==> config.mk <==
export PLATFORM = sky130hd
export DESIGN_NAME = sync_fifo_param
export DESIGN_NICKNAME = d
export VERILOG_FILES = /design/src/rtl/fifo_pkg.sv /design/src/rtl/fifo_mem.sv /design/src/rtl/sync_fifo_param.sv
export SDC_FILE = /design/constraint.sdc
export NUM_CORES = 1
export LEC_CHECK = 0
export CORE_ASPECT_RATIO = 1.25
export CORE_MARGIN = 5
export CORE_UTILIZATION = 45
export CTS_CLUSTER_SIZE = 25
export DETAILED_ROUTE_END_ITERATION = 10
export PLACE_DENSITY_LB_ADDON = 0.3
export SLEW_MARGIN = 0
export SYNTH_ARGS = -nofsm -noshare
export SYNTH_HDL_FRONTEND = slang
export SYNTH_HIERARCHICAL = 1
export SYNTH_SLANG_ARGS = --single-unit
==> constraint.sdc <==
create_clock -name SYSCLK -period 3.1 [get_ports SYSCLK]
set_input_delay 0.62 -clock SYSCLK [delete_from_list [all_inputs] [get_ports SYSCLK]]
set_output_delay 0.62 -clock SYSCLK [all_outputs]
set_load 0.005 [all_outputs]
==> src/rtl/fifo_pkg.sv <==
// Shared definitions for the parametrised synchronous FIFO: defaults,
// pointer-width helper and elaboration-time range checks for thresholds.
package fifo_pkg;

    localparam int DEF_DATA_W = 8;
    localparam int DEF_ADDR_W = 2;

    // Pointers carry one extra wrap bit above the memory address bits.
    function automatic int ptr_w(input int addr_w);
        return addr_w + 1;
    endfunction

    // True when lo <= v <= hi; used to reject bad threshold parameters.
    function automatic bit in_range(input int v, input int lo, input int hi);
        return (v >= lo) && (v <= hi);
    endfunction

endpackage

==> src/rtl/fifo_mem.sv <==
// Simple dual-port RAM: synchronous write port and a registered read port
// with read-enable. The read register resets to zero; the array does not.
module fifo_mem
    import fifo_pkg::*;
#(
    parameter int DATA_W = DEF_DATA_W,
    parameter int ADDR_W = DEF_ADDR_W
) (
    input  logic              clk,
    input  logic              rst,
    input  logic              wr_en,
    input  logic [ADDR_W-1:0] wr_addr,
    input  logic [DATA_W-1:0] wr_data,
    input  logic              rd_en,
    input  logic [ADDR_W-1:0] rd_addr,
    output logic [DATA_W-1:0] rd_data
);

    localparam int DEPTH = 1 << ADDR_W;

    logic [DATA_W-1:0] mem [DEPTH];

    // Store the write word; storage is never cleared.
    always_ff @(posedge clk) begin
        if (wr_en) begin
            mem[wr_addr] <= wr_data;
        end
    end

    // Registered read data, held between accepted reads.
    always_ff @(posedge clk) begin
        if (rst) begin
            rd_data <= '0;
        end else if (rd_en) begin
            rd_data <= mem[rd_addr];
        end
    end

endmodule

==> src/rtl/sync_fifo_param.sv <==
// Parametrised single-clock FIFO with occupancy count, almost-full/empty
// thresholds and sticky overflow/underflow flags. Status outputs depend on
// the registered pointers only.
module sync_fifo_param
    import fifo_pkg::*;
#(
    parameter int DATA_W   = DEF_DATA_W,
    parameter int ADDR_W   = DEF_ADDR_W,
    parameter int AF_LEVEL = (1 << ADDR_W) - 1,
    parameter int AE_LEVEL = 1
) (
    input  logic              SYSCLK,
    input  logic              RST,
    input  logic              WR_EN,
    input  logic              RD_EN,
    input  logic [DATA_W-1:0] FIFO_IN,
    input  logic              CLR_ERR,
    output logic [DATA_W-1:0] FIFO_OUT,
    output logic              FULL,
    output logic              EMPTY,
    output logic              ALMOST_FULL,
    output logic              ALMOST_EMPTY,
    output logic [ADDR_W:0]   COUNT,
    output logic              OVERFLOW,
    output logic              UNDERFLOW
);

    localparam int DEPTH = 1 << ADDR_W;
    localparam int PTR_W = ptr_w(ADDR_W);
    localparam logic [PTR_W-1:0] AF_CNT = PTR_W'(AF_LEVEL);
    localparam logic [PTR_W-1:0] AE_CNT = PTR_W'(AE_LEVEL);

    if (!in_range(AF_LEVEL, 1, DEPTH)) begin : g_af_bad
        $error("sync_fifo_param: AF_LEVEL must lie in 1..DEPTH");
    end
    if (!in_range(AE_LEVEL, 0, DEPTH - 1)) begin : g_ae_bad
        $error("sync_fifo_param: AE_LEVEL must lie in 0..DEPTH-1");
    end

    logic [PTR_W-1:0] w_ptr;
    logic [PTR_W-1:0] r_ptr;
    logic             wr_ok;
    logic             rd_ok;

    // Full when only the wrap bits differ; empty when pointers match.
    assign FULL         = (w_ptr[ADDR_W] != r_ptr[ADDR_W]) &&
                          (w_ptr[ADDR_W-1:0] == r_ptr[ADDR_W-1:0]);
    assign EMPTY        = (w_ptr == r_ptr);
    assign COUNT        = w_ptr - r_ptr;
    assign ALMOST_FULL  = (COUNT >= AF_CNT);
    assign ALMOST_EMPTY = (COUNT <= AE_CNT);

    // Acceptance uses pre-edge FULL/EMPTY, so a same-cycle partner never
    // rescues a rejected access.
    assign wr_ok = WR_EN & ~FULL;
    assign rd_ok = RD_EN & ~EMPTY;

    // Pointer advance on accepted accesses; reset discards all contents.
    always_ff @(posedge SYSCLK) begin
        if (RST) begin
            w_ptr <= '0;
            r_ptr <= '0;
        end else begin
            if (wr_ok) w_ptr <= w_ptr + 1'b1;
            if (rd_ok) r_ptr <= r_ptr + 1'b1;
        end
    end

    // Sticky error flags; a fresh error beats a coincident clear.
    always_ff @(posedge SYSCLK) begin
        if (RST) begin
            OVERFLOW  <= 1'b0;
            UNDERFLOW <= 1'b0;
        end else begin
            OVERFLOW  <= (WR_EN & FULL)  | (OVERFLOW  & ~CLR_ERR);
            UNDERFLOW <= (RD_EN & EMPTY) | (UNDERFLOW & ~CLR_ERR);
        end
    end

    fifo_mem #(
        .DATA_W (DATA_W),
        .ADDR_W (ADDR_W)
    ) u_mem (
        .clk     (SYSCLK),
        .rst     (RST),
        .wr_en   (wr_ok & ~RST),
        .wr_addr (w_ptr[ADDR_W-1:0]),
        .wr_data (FIFO_IN),
        .rd_en   (rd_ok),
        .rd_addr (r_ptr[ADDR_W-1:0]),
        .rd_data (FIFO_OUT)
    );

endmodule

[Word-level counts from Yosys, hierarchy flattened]
Memories as Yosys holds them, arrays and structs flattened. A register that Yosys moved wholly into a read port is not among the register bits.
Index checks and enable logic that the tools add are counted.
Storage, ports and cells
  bits in registers: 8
  memory bits (writable): 32
  bits of input ports: 13
  word-level logic and storage cells: 29
  memories: 1
Memories
  u_mem.mem: words 4, width 8, read ports 1, clocked after Yosys merged registers in 1, write ports 1, line fifo_mem.sv:21  | logic [DATA_W-1:0] mem [DEPTH];
Cells by class
  add/subtract/negate cells: 3
  order comparisons: 2
  equal/unequal tests: 3
  mux-type cells: 2
  bitwise gates (word level): 13
  reduce and logical (&&, ||, !) cells: 1
Operators with widths (number)
  AND 1 bit: 7
  adder 3 x 1 -> 3 bit, second input constant: 2
  inverter 1 bit: 4
  == test 3 bit: 1
  greater-or-equal comparator 3 x 2 -> 1 bit, second input constant: 1
  less-or-equal comparator 3 x 1 -> 1 bit, second input constant: 1
  subtractor 3 bit: 1
  == test 2 bit: 1
  2-to-1 mux 1 bit: 2
  bitwise OR 1 bit: 2
  logical AND 1 bit: 1
  inequality test 1 bit: 1

[Longest topological paths before layout]
  word-level depth: 7
  mapped depth: 10
  depth with buffers taken out: 7

[By module]
Netlist, hierarchy kept.
Modules (own cells, without submodules)
  fifo_mem: times used 1, cells each 83, area an instance 1505.2 um^2, sequential area each 1121.1 um^2
  sync_fifo_param: times used 1, cells each 69, area an instance 581.8 um^2, sequential area each 160.2 um^2

[Worst setup path before layout]
No wires, ideal clock.
  path kind: reg-to-reg
  start point: reg w_ptr[0]
  end point: mem u_mem/mem[0][0] in the netlist's numbering (enable)
  setup time: 385 ps
  arrival time: 2046 ps
  required time: 2715 ps
  path slack: 669 ps
  cell stages (with the launch flop): 7
  buffers on the path: 0
  path through: dfxtp_1 inv_1 ha_1 nand2_1 nor2_2 nor3b_1 nor3b_1
Between the ends
  cells in the longest elaborated chain, start to end: 7
RTL lines
  from (decl): line sync_fifo_param.sv:40  | logic [PTR_W-1:0] w_ptr;
  from (signal assigned): line sync_fifo_param.sv:64  | if (wr_ok) w_ptr <= w_ptr + 1'b1;
  == test 2 bit: line sync_fifo_param.sv:47  | (w_ptr[ADDR_W-1:0] == r_ptr[ADDR_W-1:0]);
  logical AND 1 bit: line sync_fifo_param.sv:46  | assign FULL = (w_ptr[ADDR_W] != r_ptr[ADDR_W]) &&
  via FULL: line sync_fifo_param.sv:19  | output logic FULL,
  inverter 1 bit: line sync_fifo_param.sv:55  | assign wr_ok = WR_EN & ~FULL;
  AND 1 bit: line sync_fifo_param.sv:55
  AND 1 bit: line sync_fifo_param.sv:86  | .wr_en (wr_ok & ~RST),
  2-to-1 mux 1 bit: line fifo_mem.sv:25  | if (wr_en) begin
  2-to-1 mux 1 bit (implied by the code): line fifo_mem.sv:26  | mem[wr_addr] <= wr_data;
  to (decl): line fifo_mem.sv:21
The timed path passes the listed nets, and every way through them passes these cells.

[Worst setup path after layout]
  start point: reg w_ptr[0]
  end point: out ALMOST_FULL
Between the ends
  cells in the longest elaborated chain, start to end: 2
RTL lines
  subtractor 3 bit: line sync_fifo_param.sv:49  | assign COUNT = w_ptr - r_ptr;
  greater-or-equal comparator 3 x 2 -> 1 bit: line sync_fifo_param.sv:50  | assign ALMOST_FULL = (COUNT >= AF_CNT);
  to (decl): line sync_fifo_param.sv:21  | output logic ALMOST_FULL,
Every way passes these cells.

==> impl_metrics.yaml <==
clocking:
  post_cts_resize_count: 0
  ctsHoldBuffers: 0
  postCtsSetupBuffers: 0
  cts_max_level: 2
  cts_tree: "built"
  clockBufferDepth: 2
  worstSkewPairLatency_ns: 0.29
  cts_root_buffer: "sky130_fd_sc_hd__clkbuf_8"
  cts_bufs_inserted: 5
  clkSlewWorstSetupHoldPaths_ns: 0.09
  cts.sinks: 48
detailed_routing:
  vias: 1349
  detail_route.vias_per_cell: 5.506
  drt.antenna.violating_nets: 0
  detailedRoute.firstPassIterationCount: 4
  wirelength_um: 3969
  remaining_design_rule_violation_count: 0
  drt_initial_violations: 111
  routed_wire_length_per_instance_um: 16.20
final_layout:
  layout-drive-gt1-share: 0.1497
  final_nets: 204
  final_cells: 245
  insertedDiodeCount: 0
  synthToLayoutAreaGrowth_pct: 22.24
  final_design_instance_area_without_fill_um2: 2551
synthesis:
  synthesized_flop_and_latch_total: 48
  summed_instance_area_of_the_synthesized_netlist_um2: 2087
  postSynth.topFlopCell: "sky130_fd_sc_hd__edfxtp_1"
  synth-edff-count: 32
  synthDominantCellAreaShare: 0.4604
  netlist_instances: 152
  yosys_warnings: 6
  syn_avg_cell_area_um2: 13.73
  netlist_top_cells_area: "sky130_fd_sc_hd__edfxtp_1 46%, sky130_fd_sc_hd__dfxtp_1 15%, sky130_fd_sc_hd__mux2i_1 7.7%, sky130_fd_sc_hd__or3b_2 3.8%, sky130_fd_sc_hd__o221ai_1 2.9%"
  synthDominantAreaCellType: "sky130_fd_sc_hd__edfxtp_1"
  async_set_or_reset_register_ratio_after_synthesis: 0
  yosys.cell_types.count: 39
  synth_nets: 170
  synth_sequential_area_ratio: 0.6139
critical_path:
  cpMostUsedCell: "sky130_fd_sc_hd__inv_1"
  setup.worst_path.end_class: "primary output"
  timing.critical_path.slowest_stage_cell: "sky130_fd_sc_hd__clkdlybuf4s50_1"
  crit_family: "buffers and inverters"
  critical_path_buf_inv_count: 3
  critPathMaxStageDelay_ns: 0.49
  crit_chain: "inv_1, ha_1, inv_1, fa_1, xor2_1, a21o_1, clkdlybuf4s50_1"
  worst_ep_arrival_time_ns: 2.18
  cp-start-kind: "flop"
  cp_data_required_time_ns: 2.48
  critPathKind: "flop to primary output"
  critPathMaxFanout: 9
global_route:
  initial_antenna_violation_count: 0
  grt_remaining_overflow: 0
  grt_use_met2: 0.2414
  grt_most_used_layer: "met2"
  grt.met1_usage: 0.1726
  grt_first_pass_wirelength_um: 6782
  global_route.usage.total: 0.1408
  maximum_number_of_pins_on_one_net_before_global_route_repair: 22
  first_global_vias: 1377
  use_met3: 0.04220
floorplan:
  initial_utilization: 0.4680
  overall_die_height_um: 86.14
  floorplan.die_area_um2: 6108
  top_level_ports: 30
  coreArea_um2: 4459
  fp-row-count: 27
  chipWidth_um: 70.91
placement:
  place.port_buffers: 29
  placedCellCount: 237
  post-dp-hpwl_um: 2830
  gp_routability_congestion: 0.8325
  placedInstanceArea_um2: 2440
power_and_ir_drop:
  static-leakage-power_nw: 0.8767
  power.density_nw_per_um2: 918.3
  vdd_ir_drop_max_mv: 0.4876
  report.power.total_mw: 2.343
sta:
  drv_slew: 0
  rsz0062_at_grt: "false"
  max_freq_mhz: 357.7
  finalWorstPathRequiredPeriod_ns: 2.796
  fin_worst_hold_slack_ns: 0.5074
  slew_headroom: 0.6854
  report.final.setup_viol: 0
  post-route-period-util: 0.9018
  tightestPinTransition_ns: 0.4718
  timing_hold_violations_final: 0
  fin_setup_tns_ns: 0
  finalClockSkew_ns: 0.009034
run_status:
  status: "finished, final reports clean"
hold_path:
  holdCritPathClass: "flop to flop"
job:
  drv_cap: 0
final cells by class:
cell class / count / area (µm²)
flip-flops and latches: 48 / 1281
multi-input cells: 89 / 720.7
repair buffers: 36 / 342.8
fillers: 372 / 1908
well taps: 58 / 72.57
clock buffers: 5 / 68.82
clock inverters: 3 / 42.54
inverters: 6 / 22.52
final timing paths:
check	start	end	slack (ns)	cells past startpoint
setup / recovery	w_ptr[0]	ALMOST_FULL	0.30	7
hold / removal	UNDERFLOW	UNDERFLOW	0.51	2
setup reg to reg	w_ptr[0]	u_mem/mem[1][7]	0.61	6
hold reg to reg	UNDERFLOW	UNDERFLOW	0.51	2
worst reg2reg max path, delay by kind of cell (launching register included):
kind	cells	cell delay, ns
AND/OR/NAND/NOR	4	1.22
adder cells (fa/ha/maj)	1	0.35
flip-flops	1	0.47
buffers and inverters	1	0.08
through the flow:
step                worst slack, ns  utilization
floorplan                    0.6689            -
global placement             0.6557       0.5471
detailed placement           0.6003       0.5471
CTS                          0.2858       0.5721
global route                 0.1806       0.5721
finish                       0.3043       0.5721
synthesized netlist by cell type, types with 3 or more instances:
library cell               count
sky130_fd_sc_hd__nand2_1       7
sky130_fd_sc_hd__buf_4         3
sky130_fd_sc_hd__inv_1         6
sky130_fd_sc_hd__ha_1          4
sky130_fd_sc_hd__mux2i_1      16
sky130_fd_sc_hd__dfxtp_1      16
sky130_fd_sc_hd__or3b_2        9
sky130_fd_sc_hd__o221ai_1      7
sky130_fd_sc_hd__o311ai_1      4
sky130_fd_sc_hd__nor2_1        3
sky130_fd_sc_hd__edfxtp_1     32
sky130_fd_sc_hd__nor3b_1       5
sky130_fd_sc_hd__a31oi_1       3
sky130_fd_sc_hd__nand4_1       3
report_power, final:
part / switching, mW / internal [mW]
combinational: 0.462 / 0.564
sequential: 0.0788 / 0.799
clock: 0.201 / 0.239
total: 0.741 / 1.60
layout by cell type, fill, tap and decap left out, drive strengths merged, types with 5 or more instances in the layout:
cell / count
buf: 7
nand2: 7
or3b: 10
nor3b: 5
o221ai: 8
mux2i: 16
clkbuf: 5
inv: 6
dfxtp: 16
edfxtp: 32
clkdlybuf4s50: 29
cell families (layout without fill, tap and decap cells):
family,after synthesis,after routing,share of synthesized area
simple gates,44,44,0.1373
compound gates,22,22,0.08933
flops,48,48,0.6139
fa+ha+maj,5,5,0.03357
mux,16,16,0.07674
xor+xnor,2,2,0.008395
buf+inv,15,50,0.04077
layer usage:
| metal | part of all wire | vias up |
|---|---|---|
| met5 | 0 | - |
| met4 | 0.0068 | 0 |
| met3 | 0.046 | 4 |
| met2 | 0.52 | 34 |
| met1 | 0.43 | 656 |
| li1 | - | 655 |
sequential cells by signal, indices dropped and copies added, names as in the netlist:
signal,count
u_mem/rd_data,8
u_mem/mem,32
UNDERFLOW,1
w_ptr,3
OVERFLOW,1
r_ptr,3
No activity file was read; power rests on OpenSTA's default activity.
